===== src/rtl/composite_sync_generator_if.sv =====
// Sample-strobe, pixel-request and composite-output signals of the composite sync generator.
// The master drives strobe, control and pixel inputs; the slave (generator) drives video outputs.
interface composite_sync_generator_if;
  logic        sample_valid;
  logic        run;
  logic        pattern_en;
  logic [7:0]  pixel_in;
  logic        pixel_req;
  logic [11:0] dac_data;
  logic        sync_n;
  logic        line_start;
  logic        frame_start;
  logic [11:0] h_count;
  logic [8:0]  v_count;

  modport master (
    output sample_valid, run, pattern_en, pixel_in,
    input  pixel_req, dac_data, sync_n, line_start, frame_start, h_count, v_count
  );

  modport slave (
    input  sample_valid, run, pattern_en, pixel_in,
    output pixel_req, dac_data, sync_n, line_start, frame_start, h_count, v_count
  );
endinterface


===== src/rtl/composite_sync_generator.sv =====
// 12-bit 240p composite video generator: sync tip, burst, blanking and active luma,
// one sample per sample_valid strobe, driven by a per-line segment FSM.
module composite_sync_generator #(
  parameter int unsigned LINE_TOTAL      = 2350,
  parameter int unsigned LINES_PER_FRAME = 262,
  parameter int unsigned ACTIVE_LINES    = 240,
  parameter int unsigned VSYNC_LINE      = 244,
  parameter int unsigned VSYNC_LINES     = 3,
  parameter int unsigned HSYNC_WIDTH     = 174,
  parameter int unsigned BURST_START     = 25,
  parameter int unsigned BURST_END       = 110,
  parameter int unsigned BURST_HALF      = 5,
  parameter int unsigned BACK_PORCH      = 222,
  parameter int unsigned ACTIVE_WIDTH    = 1920,
  parameter int unsigned SYNC_LEVEL      = 200,
  parameter int unsigned BLANK_LEVEL     = 1200,
  parameter int unsigned BURST_AMP       = 150
) (
  input logic                       clk,
  input logic                       rst,
  composite_sync_generator_if.slave bus
);

  localparam logic [11:0] LastH        = 12'(LINE_TOTAL - 1);
  localparam logic [8:0]  LastV        = 9'(LINES_PER_FRAME - 1);
  localparam logic [11:0] SyncLastH    = 12'(HSYNC_WIDTH - 1);
  localparam logic [11:0] BroadLastH   = 12'(LINE_TOTAL - HSYNC_WIDTH - 1);
  localparam logic [11:0] BurstPrevH   = 12'(HSYNC_WIDTH + BURST_START);
  localparam logic [11:0] BurstFirstH  = 12'(HSYNC_WIDTH + BURST_START + 1);
  localparam logic [11:0] BurstLastH   = 12'(HSYNC_WIDTH + BURST_END - 1);
  localparam logic [11:0] ActFirstH    = 12'(HSYNC_WIDTH + BACK_PORCH + 1);
  localparam logic [11:0] ActLastH     = 12'(HSYNC_WIDTH + BACK_PORCH + ACTIVE_WIDTH);
  localparam logic [8:0]  ActLines     = 9'(ACTIVE_LINES);
  localparam logic [8:0]  VsFirst      = 9'(VSYNC_LINE);
  localparam logic [8:0]  VsLast       = 9'(VSYNC_LINE + VSYNC_LINES - 1);
  localparam logic [7:0]  BurstLastCnt = 8'(BURST_HALF - 1);
  localparam logic [11:0] SyncCode     = 12'(SYNC_LEVEL);
  localparam logic [11:0] BlankCode    = 12'(BLANK_LEVEL);
  localparam logic [11:0] BurstHiCode  = 12'(BLANK_LEVEL + BURST_AMP);
  localparam logic [11:0] BurstLoCode  = 12'(BLANK_LEVEL - BURST_AMP);
  localparam logic [12:0] BlankWide    = 13'(BLANK_LEVEL);

  typedef enum logic [2:0] {
    StSync,
    StPorch,
    StFront,
    StBroadLo,
    StBroadHi
  } seg_e;

  seg_e        r_seg;
  logic [11:0] r_h;
  logic [8:0]  r_v;
  logic [7:0]  r_burst_cnt;
  logic        r_burst_neg;
  logic [11:0] r_dac;
  logic        r_sync_n;
  logic        r_line_start;
  logic        r_frame_start;

  seg_e        w_seg_nxt;
  logic        w_h_wrap;
  logic        w_v_wrap;
  logic [11:0] w_h_nxt;
  logic [8:0]  w_v_nxt;
  logic        w_broad_nxt;
  logic        w_in_burst;
  logic        w_active;
  logic [11:0] w_ramp;
  logic [7:0]  w_luma;
  logic [12:0] w_luma_sum;
  logic [11:0] w_luma_code;
  logic [11:0] w_dac_nxt;
  logic        w_sync_n_nxt;

  assign w_h_wrap    = (r_h == LastH);
  assign w_v_wrap    = (r_v == LastV);
  assign w_h_nxt     = w_h_wrap ? 12'd0 : r_h + 12'd1;
  assign w_v_nxt     = !w_h_wrap ? r_v : (w_v_wrap ? 9'd0 : r_v + 9'd1);
  assign w_broad_nxt = (w_v_nxt >= VsFirst) && (w_v_nxt <= VsLast);

  // Burst and active windows live inside the porch segment; broad lines never reach it.
  assign w_in_burst = (r_seg == StPorch) && (r_h >= BurstFirstH) && (r_h <= BurstLastH);
  assign w_active   = (r_seg == StPorch) && (r_v < ActLines) &&
                      (r_h >= ActFirstH) && (r_h <= ActLastH);

  assign w_ramp      = r_h - ActFirstH;
  assign w_luma      = bus.pattern_en ? 8'(w_ramp >> 3) : bus.pixel_in;
  assign w_luma_sum  = BlankWide + {3'b000, w_luma, 2'b00};
  assign w_luma_code = w_luma_sum[12] ? 12'hFFF : w_luma_sum[11:0];

  always_comb begin
    w_seg_nxt    = r_seg;
    w_dac_nxt    = BlankCode;
    w_sync_n_nxt = 1'b1;
    unique case (r_seg)
      StSync: begin
        w_dac_nxt    = SyncCode;
        w_sync_n_nxt = 1'b0;
        if (r_h == SyncLastH) w_seg_nxt = StPorch;
      end
      StPorch: begin
        if (w_in_burst) begin
          w_dac_nxt = r_burst_neg ? BurstLoCode : BurstHiCode;
        end else if (w_active) begin
          w_dac_nxt = w_luma_code;
        end
        if (r_h == ActLastH) w_seg_nxt = StFront;
      end
      StBroadLo: begin
        w_dac_nxt    = SyncCode;
        w_sync_n_nxt = 1'b0;
        if (r_h == BroadLastH) w_seg_nxt = StBroadHi;
      end
      StFront, StBroadHi: begin
        if (w_h_wrap) w_seg_nxt = w_broad_nxt ? StBroadLo : StSync;
      end
      default: w_seg_nxt = StSync;
    endcase
  end

  always_ff @(posedge clk or posedge rst) begin
    if (rst) begin
      r_seg         <= StSync;
      r_h           <= 12'd0;
      r_v           <= 9'd0;
      r_burst_cnt   <= 8'd0;
      r_burst_neg   <= 1'b0;
      r_dac         <= BlankCode;
      r_sync_n      <= 1'b1;
      r_line_start  <= 1'b0;
      r_frame_start <= 1'b0;
    end else if (!bus.run) begin
      r_seg         <= StSync;
      r_h           <= 12'd0;
      r_v           <= 9'd0;
      r_burst_cnt   <= 8'd0;
      r_burst_neg   <= 1'b0;
      r_dac         <= BlankCode;
      r_sync_n      <= 1'b1;
      r_line_start  <= 1'b0;
      r_frame_start <= 1'b0;
    end else begin
      r_line_start  <= bus.sample_valid && w_h_wrap;
      r_frame_start <= bus.sample_valid && w_h_wrap && w_v_wrap;
      if (bus.sample_valid) begin
        r_seg    <= w_seg_nxt;
        r_h      <= w_h_nxt;
        r_v      <= w_v_nxt;
        r_dac    <= w_dac_nxt;
        r_sync_n <= w_sync_n_nxt;
        // Phase restarts on the sample just before the window so it opens on +BURST_AMP.
        if (r_h == BurstPrevH) begin
          r_burst_cnt <= 8'd0;
          r_burst_neg <= 1'b0;
        end else if (w_in_burst) begin
          if (r_burst_cnt == BurstLastCnt) begin
            r_burst_cnt <= 8'd0;
            r_burst_neg <= ~r_burst_neg;
          end else begin
            r_burst_cnt <= r_burst_cnt + 8'd1;
          end
        end
      end
    end
  end

  assign bus.pixel_req   = bus.run & w_active;
  assign bus.dac_data    = r_dac;
  assign bus.sync_n      = r_sync_n;
  assign bus.line_start  = r_line_start;
  assign bus.frame_start = r_frame_start;
  assign bus.h_count     = r_h;
  assign bus.v_count     = r_v;

endmodule

===== src/flat_wrapper.sv =====
// flat-port wrapper written by rule: the top's interface ports become plain ports
module composite_sync_generator_flat 
#(
  parameter int unsigned LINE_TOTAL      = 2350,
  parameter int unsigned LINES_PER_FRAME = 262,
  parameter int unsigned ACTIVE_LINES    = 240,
  parameter int unsigned VSYNC_LINE      = 244,
  parameter int unsigned VSYNC_LINES     = 3,
  parameter int unsigned HSYNC_WIDTH     = 174,
  parameter int unsigned BURST_START     = 25,
  parameter int unsigned BURST_END       = 110,
  parameter int unsigned BURST_HALF      = 5,
  parameter int unsigned BACK_PORCH      = 222,
  parameter int unsigned ACTIVE_WIDTH    = 1920,
  parameter int unsigned SYNC_LEVEL      = 200,
  parameter int unsigned BLANK_LEVEL     = 1200,
  parameter int unsigned BURST_AMP       = 150
)
  (clk, rst, bus_sample_valid, bus_run, bus_pattern_en, bus_pixel_in, bus_pixel_req, bus_dac_data, bus_sync_n, bus_line_start, bus_frame_start, bus_h_count, bus_v_count);
  composite_sync_generator_if bus_i ();
  input logic clk;
  input logic rst;
  input wire logic [$bits(bus_i.sample_valid)-1:0] bus_sample_valid;
  input wire logic [$bits(bus_i.run)-1:0] bus_run;
  input wire logic [$bits(bus_i.pattern_en)-1:0] bus_pattern_en;
  input wire logic [$bits(bus_i.pixel_in)-1:0] bus_pixel_in;
  output wire logic [$bits(bus_i.pixel_req)-1:0] bus_pixel_req;
  output wire logic [$bits(bus_i.dac_data)-1:0] bus_dac_data;
  output wire logic [$bits(bus_i.sync_n)-1:0] bus_sync_n;
  output wire logic [$bits(bus_i.line_start)-1:0] bus_line_start;
  output wire logic [$bits(bus_i.frame_start)-1:0] bus_frame_start;
  output wire logic [$bits(bus_i.h_count)-1:0] bus_h_count;
  output wire logic [$bits(bus_i.v_count)-1:0] bus_v_count;
  assign bus_i.sample_valid = bus_sample_valid;
  assign bus_i.run = bus_run;
  assign bus_i.pattern_en = bus_pattern_en;
  assign bus_i.pixel_in = bus_pixel_in;
  assign bus_pixel_req = bus_i.pixel_req;
  assign bus_dac_data = bus_i.dac_data;
  assign bus_sync_n = bus_i.sync_n;
  assign bus_line_start = bus_i.line_start;
  assign bus_frame_start = bus_i.frame_start;
  assign bus_h_count = bus_i.h_count;
  assign bus_v_count = bus_i.v_count;
  composite_sync_generator #(.LINE_TOTAL(LINE_TOTAL), .LINES_PER_FRAME(LINES_PER_FRAME), .ACTIVE_LINES(ACTIVE_LINES), .VSYNC_LINE(VSYNC_LINE), .VSYNC_LINES(VSYNC_LINES), .HSYNC_WIDTH(HSYNC_WIDTH), .BURST_START(BURST_START), .BURST_END(BURST_END), .BURST_HALF(BURST_HALF), .BACK_PORCH(BACK_PORCH), .ACTIVE_WIDTH(ACTIVE_WIDTH), .SYNC_LEVEL(SYNC_LEVEL), .BLANK_LEVEL(BLANK_LEVEL), .BURST_AMP(BURST_AMP)) u_core (.clk(clk), .rst(rst), .bus(bus_i));
endmodule

===== config.mk =====
export PLATFORM = sky130hd
export DESIGN_NAME = composite_sync_generator_flat
export DESIGN_NICKNAME = d
export VERILOG_FILES = /design/src/rtl/composite_sync_generator_if.sv /design/src/rtl/composite_sync_generator.sv /design/src/flat_wrapper.sv
export SDC_FILE = /design/constraint.sdc
export NUM_CORES = 1
export LEC_CHECK = 0
export ABC_AREA = 0
export BUFFER_PORTS_ARGS = -buffer_cell sky130_fd_sc_hd__buf_4
export CAP_MARGIN = 5
export CELL_PAD_IN_SITES_DETAIL_PLACEMENT = 0
export CELL_PAD_IN_SITES_GLOBAL_PLACEMENT = 1
export CORE_MARGIN = 2
export CORE_UTILIZATION = 30
export CTS_CLUSTER_SIZE = 24
export DETAILED_ROUTE_END_ITERATION = 10
export GPL_TIMING_DRIVEN = 1
export PLACE_DENSITY_LB_ADDON = 0.1
export SLEW_MARGIN = 10
export SYNTH_ARGS = -nofsm -noshare
export SYNTH_HDL_FRONTEND = slang
export SYNTH_SLANG_ARGS = --single-unit

===== constraint.sdc =====
create_clock -name clk -period 5 [get_ports clk]
set_clock_uncertainty 0.1 [all_clocks]
set_input_delay 1 -clock clk [delete_from_list [all_inputs] [get_ports clk]]
set_output_delay 1 -clock clk [all_outputs]
set_load 0.02 [all_outputs]

==> impl_metrics.yaml <==
status:
  status: "completed"
global_route:
  gr-usage-met1_pct: 24.5
  overflow: 0
  top_usage_layer: "met1"
  met3_usage_pct: 2.41
  grt_max_degree: 48
  antenna_found_initial: 0
  grt_usage_pct: 16.3
  gr-usage-met2_pct: 24.4
  grt_pass1_wl_um: 16300
  grt_pass1_vias: 3015
synth:
  synth_xor_area_share_pct: 4.64
  synth_top_family_by_area: "simple AND/OR/NAND/NOR gates"
  synth_area_per_cell_sq_um: 8.29
  ys_seq_area_share_pct: 34.8
  syn-num-nets: 432
  synth.distinct_cells: 71
  ys_warn_count: 0
  netlist_area_sq_mm: 0.00340
  synthMuxAreaShare_pct: 1.84
  syn_inst: 410
  synth_seq_cells: 47
  synth-simple-area-share_pct: 28.5
  synth_compound_area_share_pct: 20.9
  synth_fa_ha_area_share_pct: 3.31
  yosys_most_used_dff: "dfrtp_1"
  synth-async-reset-ratio_pct: 100
  synth-edff-count: 0
sta:
  fin_setup_tns_ns: 0
  fin_crit_ns: 3.77
  slew_viol_final: 0
  setup_violations: 0
  fmax_ghz: 0.265
  hold_violations: 0
  rsz0062_at_grt: "false"
  worst_slack_ns: 1.23
  slew_headroom_pct: 27.7
  period_share_pct: 75.4
  worstMarginPinSlew_ns: 1.08
floorplanning:
  die_x_um: 110
  die_area_sq_mm: 0.0122
  initial_utilization_pct: 31.1
  ioPinCount: 50
  core-area_sq_mm: 0.0109
  die_h_um: 110
  rows: 38
route:
  antenna_left: 0
  via_per_inst: 5.45
  drt_drc_violations_left: 0
  dr.pass1.iters: 4
  wl_per_cell_um: 17.1
  drt_iter0_markers: 209
  totalWireLength_um: 9860
  vias: 3142
cells_and_area:
  fin_area_sq_mm: 0.00397
  area_growth_pct: 16.8
  fin_util_pct: 36.3
  ff_latch_area_sq_mm: 0.00118
  layout_commonest_cell: "buf_4"
  multi_input_comb_area_sq_mm: 0.00201
  diodes: 0
  layout_common_cells: "buf_4 (48), dfrtp_1 (42), nand2_1 (41)"
  fin_nets: 458
  n_fill_cell: 1183
  drive_gt1_share_pct: 17.8
clock_tree:
  numClockSinks: 47
  insertion_delay_ns: 0.29
  post-cts-setup-buffer-count: 0
  ctsLongestPathBuffers: 2
  clk_pin_slew_ns: 0.07
  cts-root-buf: "clkbuf_16"
  cts_buffers: 5
  ctsResizeCount: 0
  holdBufCountCts: 0
  cts_tree: "yes"
  cts-htree-levels: 2
worst_hold_path:
  hold_path_class: "reg2reg"
critical_path:
  slowest_delay_ns: 0.58
  crit_arrival_ns: 2.67
  rrSetupSlack_ns: 2.11
  end_kind: "primary output"
  slowest_stage: "or4_1"
  crit_path_max_fanout: 16
  crit_chain: "or3_1, o221ai_1, o41ai_1, or4_1, nor2_1, buf_4"
  critPathRequiredTime_ns: 3.90
  cp-start-kind: "flop"
  path_class: "reg2out"
placement:
  pre_cts_slack_ns: 1.56
  dp_hpwl_um: 7210
  placed_area_sq_mm: 0.00380
  gp_congestion: 0.807
  numPortBuffers: 48
pwr:
  power.leakage_nw: 1.70
  fin_total_pwr_uw: 882
  ir_drop_uv: 118
  p_per_area_mw_per_mm2: 222
flow_run:
  maxCapViolCount: 0
-- cells by family after synthesis --
logic type,after synthesis
mux,6
compound gates,106
buf+inv,46
simple gates,177
xor+xnor,18
flops,47
other cells,1
fa+ha+maj,9
-- worst max-delay path, delay by kind of cell (launching register included) --
family                 cells  cell delay [ns]
buffers and inverters      1             0.18
AOI/OAI and AO/OA          2             0.36
DFF                        1             0.56
and+or+nand+nor            3             1.29
-- flip-flops by register name, summed over array words and instances, names as in the netlist --
register	count
u_core.bus.dac_data	11
u_core.bus.frame_start	1
u_core.bus.h_count	12
u_core.bus.line_start	1
u_core.bus.sync_n	1
u_core.bus.v_count	9
u_core.r_burst_cnt	8
u_core.r_burst_neg	1
u_core.r_seg	3
-- cells in the mapped netlist, types with 3 or more instances --
master / count / area, sq um
o21ai_1: 4 / 20.0
or4_1: 4 / 30.0
or3_1: 15 / 93.8
buf_4: 5 / 37.5
o31ai_1: 4 / 30.0
buf_1: 3 / 11.3
nor3_1: 11 / 55.1
nor4_1: 4 / 25.0
a41oi_1: 3 / 26.3
and3_1: 7 / 43.8
a211oi_1: 5 / 37.5
o2111ai_1: 3 / 26.3
nand2b_1: 5 / 31.3
xnor2_1: 8 / 70.1
dfstp_2: 5 / 131
or2_2: 3 / 18.8
inv_1: 16 / 60.1
a22o_1: 3 / 26.3
ha_1: 9 / 113
o21ai_0: 26 / 130
nor2_1: 34 / 128
nand3_1: 15 / 75.1
mux2i_1: 4 / 40.0
a21oi_1: 23 / 115
dfrtp_1: 42 / 1050
nand2_1: 41 / 154
nor2b_1: 5 / 31.3
clkbuf_1: 18 / 67.6
nand4_1: 9 / 56.3
and2_1: 4 / 25.0
nand3b_1: 4 / 30.0
xor2_1: 10 / 87.6
a31oi_1: 6 / 37.5
-- where the power goes --
group,switching [mW],internal [mW],leakage (nW),total [mW]
Combinational,0.0552,0.0302,0.982,0.0854
Sequential,0.00786,0.389,0.634,0.397
Clock,0.150,0.249,0.0868,0.399
-- metrics by stage --
step	instances	hold slack, ns
3_5_place_dp	569	0.378
3_3_place_gp	569	0.362
2_1_floorplan	410	0.347
5_1_grt	577	0.411
4_1_cts	577	0.394
6_report	577	0.387
-- worst paths after layout --
kind | start | end | depth (start not counted)
setup / recovery | u_core.bus.h_count[4]$_DFFE_PP0P_ | bus_pixel_req | 6
hold / removal | u_core.bus.dac_data[6]$_DFFE_PP0P_ | u_core.bus.dac_data[6]$_DFFE_PP0P_ | 2
setup reg to reg | u_core.bus.h_count[3]$_DFFE_PP0P_ | u_core.r_seg[0]$_DFFE_PP0P_ | 6
hold reg to reg | u_core.bus.dac_data[6]$_DFFE_PP0P_ | u_core.bus.dac_data[6]$_DFFE_PP0P_ | 2
max in group asynchronous | rst | u_core.r_burst_cnt[3]$_DFFE_PP0P_ | 2
min in group asynchronous | rst | u_core.bus.line_start$_DFF_PP0_ | 2
-- per-layer routing --
metal | part of all wire (%) | wire length [um] | vias up
met5 | 0 | 0 | -
met4 | 0.68 | 67 | 0
met3 | 3.7 | 365 | 5
met2 | 44 | 4370 | 69
met1 | 51 | 5060 | 1520
li1 | - | - | 1548
-- area by class of cell --
cell class                      count  share of cell area, %
Inverter                           17                   1.61
Tap cell                          140                   4.41
Timing Repair Buffer               48                   9.08
Multi-Input combinational cell    317                   50.7
Clock buffer                        6                   3.50
Sequential cell                    47                   29.8
Clock inverter                      2                  0.882
Note: power is estimated with default switching activity, not from simulation.
